File: config.mk
export PLATFORM = sky130hd
export DESIGN_NAME = p2p_frame_responder_flat
export DESIGN_NICKNAME = d
export VERILOG_FILES = /design/src/rtl/p2p_frame_responder_if.sv /design/src/rtl/p2p_frame_responder.sv /design/src/flat_wrapper.sv
export SDC_FILE = /design/constraint.sdc
export NUM_CORES = 1
export LEC_CHECK = 0
export BUFFER_PORTS_ARGS = -buffer_cell sky130_fd_sc_hd__buf_4
export CORE_UTILIZATION = 30
export CTS_CLUSTER_DIAMETER = 100
export DETAILED_ROUTE_END_ITERATION = 10
export PLACE_DENSITY = 0.46
export SLEW_MARGIN = 20
export SYNTH_ARGS = -nofsm -noshare
export SYNTH_HDL_FRONTEND = slang
export SYNTH_SLANG_ARGS = --single-unit
File: constraint.sdc
create_clock -name clock -period 9.2 [get_ports clock]
set_input_delay 0.46 -clock clock [delete_from_list [all_inputs] [get_ports clock]]
set_output_delay 0.46 -clock clock [all_outputs]
set_load 0.005 [all_outputs]
File: src/rtl/p2p_frame_responder_if.sv
// p2p_frame_responder_if: word stream between the point_slave_io slot and the frame responder.
interface p2p_frame_responder_if;
  logic [15:0] data_o;
  logic [15:0] data_i;
  logic        busy;
  logic        frame_err;
  modport master (output data_o, input data_i, busy, frame_err);
  modport slave (input data_o, output data_i, busy, frame_err);
endinterface

File: src/rtl/p2p_frame_responder.sv
// p2p_frame_responder: checks request frames from the slot and answers with inverted payload plus checksum.
// Optional: define P2P_RESP_ERRCNT_EN to add a saturating err_count output.
module p2p_frame_responder #(
  parameter int         MAX_LEN = 8,
  parameter logic [7:0] REQ_TAG = 8'hA5,
  parameter logic [7:0] RSP_TAG = 8'h5A
) (
  input  logic                 clock,
  input  logic                 reset_n,
  p2p_frame_responder_if.slave bus
`ifdef P2P_RESP_ERRCNT_EN
  ,
  output logic [7:0]           err_count
`endif
);
  localparam logic [2:0] IDLE = 3'd0, RX_PAY = 3'd1, RX_SUM = 3'd2, TX_PAY = 3'd3, TX_SUM = 3'd4;
  localparam int IW = MAX_LEN > 1 ? $clog2(MAX_LEN) : 1;
  localparam logic [7:0] MAXL = MAX_LEN[7:0];
  logic [2:0]  state_q, state_d;
  logic [7:0]  len_q, len_d, idx_q, idx_d;
  logic [15:0] sum_q, sum_d, data_q, data_d, tx_w;
  logic        err_q, err_d, last, hdr, len_ok;
  logic [15:0] buf_q [2**IW];
  assign hdr    = bus.data_o[15:8] == REQ_TAG;
  assign len_ok = bus.data_o[7:0] != 8'd0 && bus.data_o[7:0] <= MAXL;
  assign last   = idx_q + 8'd1 == len_q;
  assign tx_w   = ~buf_q[idx_q[IW-1:0]];
  always_comb begin
    state_d = state_q;
    len_d   = len_q;
    idx_d   = idx_q;
    sum_d   = sum_q;
    data_d  = 16'h0000;
    err_d   = 1'b0;
    case (state_q)
      IDLE: if (hdr) begin
        if (len_ok) begin
          state_d = RX_PAY;
          len_d   = bus.data_o[7:0];
          sum_d   = bus.data_o;
          idx_d   = 8'd0;
        end else err_d = 1'b1;
      end
      RX_PAY: begin
        sum_d   = sum_q + bus.data_o;
        idx_d   = last ? 8'd0 : idx_q + 8'd1;
        state_d = last ? RX_SUM : RX_PAY;
      end
      RX_SUM: if (bus.data_o == sum_q) begin
        data_d  = {RSP_TAG, len_q};
        sum_d   = {RSP_TAG, len_q};
        idx_d   = 8'd0;
        state_d = TX_PAY;
      end else begin
        data_d  = {8'hEE, len_q};
        err_d   = 1'b1;
        state_d = IDLE;
      end
      TX_PAY: begin
        data_d  = tx_w;
        sum_d   = sum_q + tx_w;
        idx_d   = last ? 8'd0 : idx_q + 8'd1;
        state_d = last ? TX_SUM : TX_PAY;
      end
      TX_SUM: begin
        data_d  = sum_q;
        state_d = IDLE;
      end
      default: state_d = IDLE;
    endcase
  end
  always_ff @(posedge clock or negedge reset_n) begin
    if (!reset_n) begin
      state_q <= IDLE;
      len_q   <= 8'd0;
      idx_q   <= 8'd0;
      sum_q   <= 16'h0000;
      data_q  <= 16'h0000;
      err_q   <= 1'b0;
    end else begin
      state_q <= state_d;
      len_q   <= len_d;
      idx_q   <= idx_d;
      sum_q   <= sum_d;
      data_q  <= data_d;
      err_q   <= err_d;
    end
  end
  // payload buffer needs no reset; it is always written before being read
  always_ff @(posedge clock) begin
    if (state_q == RX_PAY) buf_q[idx_q[IW-1:0]] <= bus.data_o;
  end
  assign bus.data_i    = data_q;
  assign bus.frame_err = err_q;
  assign bus.busy      = state_q != IDLE;
`ifdef P2P_RESP_ERRCNT_EN
  logic [7:0] cnt_q;
  always_ff @(posedge clock or negedge reset_n) begin
    if (!reset_n) cnt_q <= 8'd0;
    else if (err_d && cnt_q != 8'hFF) cnt_q <= cnt_q + 8'd1;
  end
  assign err_count = cnt_q;
`endif
endmodule
File: src/flat_wrapper.sv
// flat-port wrapper written by rule: the top's interface ports become plain ports
module p2p_frame_responder_flat 
#(
  parameter int         MAX_LEN = 8,
  parameter logic [7:0] REQ_TAG = 8'hA5,
  parameter logic [7:0] RSP_TAG = 8'h5A
)
  (clock, reset_n, bus_data_o, bus_data_i, bus_busy, bus_frame_err);
  p2p_frame_responder_if bus_i ();
  input  logic clock;
  input  logic reset_n;
  input wire logic [$bits(bus_i.data_o)-1:0] bus_data_o;
  output wire logic [$bits(bus_i.data_i)-1:0] bus_data_i;
  output wire logic [$bits(bus_i.busy)-1:0] bus_busy;
  output wire logic [$bits(bus_i.frame_err)-1:0] bus_frame_err;
  assign bus_i.data_o = bus_data_o;
  assign bus_data_i = bus_i.data_i;
  assign bus_busy = bus_i.busy;
  assign bus_frame_err = bus_i.frame_err;
  p2p_frame_responder #(.MAX_LEN(MAX_LEN), .REQ_TAG(REQ_TAG), .RSP_TAG(RSP_TAG)) u_core (.clock(clock), .reset_n(reset_n), .bus(bus_i));
endmodule
# Yosys cells after proc, flatten, opt, wreduce, memory -nomap -nowiden
# Memories as Yosys holds them, arrays and structs flattened.
# Cells that the tools add are included.
# word_totals
input_bits,18
memories,1
regBits,52
elab_cells,56
out_inout_bits,18
ramBits,128
# classes
eq_ne,10
muxes,23
bitwise,1
n_lt_le_gt_ge,1
reduce_logical,11
n_addsub,3
# memory_table
memory,words,width,read_ports,rd_ports_with_merged_regs,write_ports,line,source
u_core.buf_q,8,16,1,0,1,p2p_frame_responder.sv:23,logic [15:0] buf_q [2**IW];
# op_table
op,n
two-way mux 16 bit,4
one-hot mux 16 bit (4 select lines),1
one-hot mux 16 bit (3 select lines),1
adder 16 bit,2
two-way mux 8 bit,4
one-hot mux 8 bit (3 select lines),1
equality test 16 bit,1
NOT 16 bit,1
one-hot mux 3 bit (4 select lines),1
two-way mux 3 bit,3
adder 8 x 1 -> 8 bit (second input constant),1
equality test 8 bit,1
equality test 8 bit (second input constant),1
<= comparator 8 x 4 -> 1 bit (second input constant),1
AND reduction 4 bit,2
nonzero test 8 bit,1
equality test 3 x 2 -> 1 bit (second input constant),2
!= test 2 x 1 -> 1 bit (second input constant),3
nonzero test 3 bit,2
two-way mux 1 bit,5
two-way mux 2 bit,2
nonzero test 4 bit,1
equality test 3 x 1 -> 1 bit (second input constant),1
equality test 3 bit (second input constant),1
other kinds (6),6

# Depth between registers and ports, before layout
# logic_depth
ltp_word,5
ltp_mapped,18
ltp_nobuf,15

# Worst setup path after synthesis
# OpenSTA, ideal clock, no wires.
# synth_path
path_kind,register to register
startpoint,reg u_core.idx_q[0]
endpoint,reg u_core.sum_q[10]
n_path_buf,3
arrival_time_ns,3.225
required_time_ns,9.118
slack_ns,5.893
setup_ns,0.082
synth_period_minus_slack_ns,3.307
stages_incl_launch_ff,18
path_cell_list,dfrtp_1 buf_6 buf_2 buf_2 nor2_1 a221oi_1 and3_1 a21o_1 ha_1 inv_1 fa_1 nor2b_1 o21ai_0 a21boi_1 a31o_2 a31oi_1 or3_1 a31oi_1
# synth_via
elab_chain_len,4
# synth_lines
item,line,source
start: declaration,p2p_frame_responder.sv:20,"logic [7:0] len_q, len_d, idx_q, idx_d;"
start signal: assignment,p2p_frame_responder.sv:83,idx_q <= idx_d;
memory (8 x 16 bit),n/a,
NOT 16 bit,p2p_frame_responder.sv:27,assign tx_w = ~buf_q[idx_q[IW-1:0]];
adder 16 bit,p2p_frame_responder.sv:61,sum_d = sum_q + tx_w;
one-hot mux 16 bit (4 select lines),p2p_frame_responder.sv:35,case (state_q)
end signal: assignment,p2p_frame_responder.sv:84,sum_q <= sum_d;
end: declaration,p2p_frame_responder.sv:21,"logic [15:0] sum_q, sum_d, data_q, data_d, tx_w;"
# Every way passes these cells.
# A chain may end at the register's enable or synchronous reset.

# Final worst setup path
# layout_path
startpoint,reg u_core.idx_q[1]
endpoint,reg u_core.sum_q[13]
# Same word-level chain as after synthesis.

==> out/summary.txt <==
outcome -> finished, final reports clean
die height -> 171.6 um
placed inst area -> 9326 um2
initial drt markers -> 493
reg2reg start -> u_core.idx_q[1]$_DFFE_PN0P_
Initial Util -> 30.80%
drt drc -> 0
CP top delay family -> compound AO/OA/AOI/OAI gates
Arr. time, crit path -> 4670 ps
commonest non-fill, non-tap cell in the layout -> edfxtp_1
Clk Latency, worst-skew pair -> 430 ps
Max clock buf depth -> 2
Vias/cell -> 5.287
register area share after synthesis -> 59.63%
# rows -> 61
R2R Setup Slk -> 4840 ps
Max-slew headroom -> 32.45%
maxcap violations -> 0
Worst R2R End -> u_core.sum_q[13]$_DFFE_PN0P_
setup TNS -> 0 ps
Routed WL -> 24480 um
CP startpoint kind -> flop
Leak -> 0.003742 uW
cts hold-fix bufs -> 0
Ports -> 36
crit-path cells -> buf_4 -> nor2_1 -> a32oi_1 -> o21ai_0 -> nor3_1 -> a21o_1 -> ha_1 -> a21o_1 -> a31oi_1 -> o31ai_1 -> a21boi_1 -> mux2i_1 -> o32a_1
cell taking the most area after synthesis -> edfxtp_1
Least-Margin Pin Slew -> 1011 ps
Core Box Area -> 28010 um2
GRT Total Usage -> 17.43%
CTS root buf -> clkbuf_16
Die Width -> 171.6 um
average size of a mapped cell -> 12.69 um2
Top cell by count, worst path -> a21o_1
Final Hold Fails -> 0
synth top area cells -> edfxtp_1, dfrtp_1, ha_1
via count -> 5832
Yosys warning count -> 0
DRT Pass-1 Iters -> 5
Max Slew Vio Count -> 0
WHS -> 87.07 ps
vias in the first global route -> 5896
RSZ-0062 raised after global routing -> no
most frequent cells in the layout -> edfxtp_1, nor2_1, dfrtp_1
ANT nets after route -> 0
Area Growth Syn to Fin -> 14.95%
first-pass GRT wire length -> 37200 um
CTS tree -> built
Yosys cell types -> 68
Buffers & Inverters on Critical Path -> 1
routed len/inst -> 22.19 um
layout cell share with drive strength beyond 1 -> 17.24%
antenna violations before repair -> 0
routability cong. -> 0.8669
Detailed Place HPWL -> 16550 um
HP Class -> in -> async
final setup vio count -> 0
PostCTS Resize Cnt -> 0
Post-synth ARST share -> 28.89%
Multi-input gate area -> 3311 um2
largest net degree at the start of global routing -> 57
Ant. Diodes -> 0
Cells after Synth -> 680
PortBufs -> 35
period utilization -> 47.42%
Top FF cell, synth -> edfxtp_1
achievable clock frequency -> 229.2 MHz
Fillers -> 2724
Synth Net Count -> 718
Die ar. -> 29440 um2
min Tclk post-route -> 4363 ps
Overflow after GRT -> 0
crit path capture type -> flop
Num CTS Buffers -> 17
Yosys top cell area share -> 44.55%
post-CTS setup repair buffer count -> 0
Cell Pwr Density -> 215.0 nW/um2
Post-synth EDFFs -> 128
# clock sinks -> 180
final core occ -> 35.41%
Required @ worst endpoint -> 9510 ps
CP max stage delay -> 640 ps
Layout Cell Area excl Fill -> 9918 um2
slowest CP cell -> dfrtp_2
Register Area -> 5149 um2
Mapped Area -> 8628 um2
Reg clk slew, reported paths -> 70 ps
Worst Reg-to-Reg Cells -> 13
CP Max Fanout -> 27
# nets final -> 750
peak supply drop -> 118.3 uV
critical path class -> reg -> reg
Clock Skew -> 12.58 ps
H-tree depth -> 4
synthesis-stage register bit count -> 180
state kept, by name, summed over array words and instances (netlist names):
name	cells
u_core.buf_q	128
u_core.len_q	8
u_core.state_q	3
u_core.bus.data_i	16
u_core.idx_q	8
u_core.bus.frame_err	1
u_core.sum_q	16
worst register-to-register path: cells and delay by family, from the launching register on:
family	cells	cell delay [ps]
flops	1	640
compound gates	8	1920
simple gates	2	840
mux	1	130
buf+inv	1	450
fa+ha+maj	1	250
cell usage after synthesis, drive strengths merged (16+ instances only):
library cell / instances
buf: 20
nand2: 43
mux2: 19
a21o: 17
o21ai: 36
mux2i: 16
nor2b: 20
edfxtp: 128
dfrtp: 52
nor2: 51
ha: 19
xnor2: 24
a21oi: 38
worst max-delay path by stage:
stage,from,endpoint,slack [ps],depth (start not counted)
finish,u_core.idx_q[1]$_DFFE_PN0P_,u_core.sum_q[13]$_DFFE_PN0P_,4840,13
global route,u_core.idx_q[1]$_DFFE_PN0P_,u_core.sum_q[13]$_DFFE_PN0P_,4550,13
CTS,u_core.idx_q[1]$_DFFE_PN0P_,u_core.sum_q[13]$_DFFE_PN0P_,4880,13
detailed placement,u_core.idx_q[1]$_DFFE_PN0P_,u_core.sum_q[13]$_DFFE_PN0P_,4900,13
global placement,u_core.idx_q[1]$_DFFE_PN0P_,u_core.sum_q[15]$_DFFE_PN0P_,4850,14
floorplan,u_core.idx_q[0]$_DFFE_PN0P_,u_core.sum_q[10]$_DFFE_PN0P_,5890,17
metal layers:
layer | global-route usage (%) | routed length [um]
met5 | 0 | 0
met3 | 3.313 | 1247
met1 | 23.71 | 11210
met2 | 28.08 | 11750
met4 | 5.124 | 271
through the flow:
| stage | instances | worst slack (ps) | power [uW] |
|---|---|---|---|
| 2_1_floorplan | 680 | 5893 | 1299 |
| 3_3_place_gp | 1071 | 4846 | 1417 |
| 3_5_place_dp | 1071 | 4902 | 1424 |
| 4_1_cts | 1103 | 4885 | 2147 |
| 5_1_grt | 1103 | 4553 | 2239 |
| 6_report | 1103 | 4837 | 2132 |
layout make-up:
type | count | share of cell area (%)
repair buffers | 48 | 3.633
flip-flops and latches | 180 | 51.91
clock buffers | 18 | 4.327
clock inverters | 14 | 1.526
inverters | 12 | 0.4541
well taps | 378 | 4.769
multi-input cells | 453 | 33.38
power breakdown:
part | internal (uW) | switching (uW)
logic | 201 | 234
clock network | 404 | 322
registers | 913 | 58.1
cell families (layout without fill, tap and decap cells):
family / count (synthesis) / after routing / synth area share (%)
DFF: 180 / 180 / 59.63
buffers and inverters: 47 / 92 / 2.596
and+or+nand+nor: 176 / 176 / 10.50
adders and majority gates: 20 / 20 / 2.987
muxes: 41 / 41 / 5.902
AOI/OAI and AO/OA: 179 / 179 / 14.39
xor gates and xnor gates: 37 / 37 / 4.002
No activity file was read; power rests on OpenSTA's default activity.
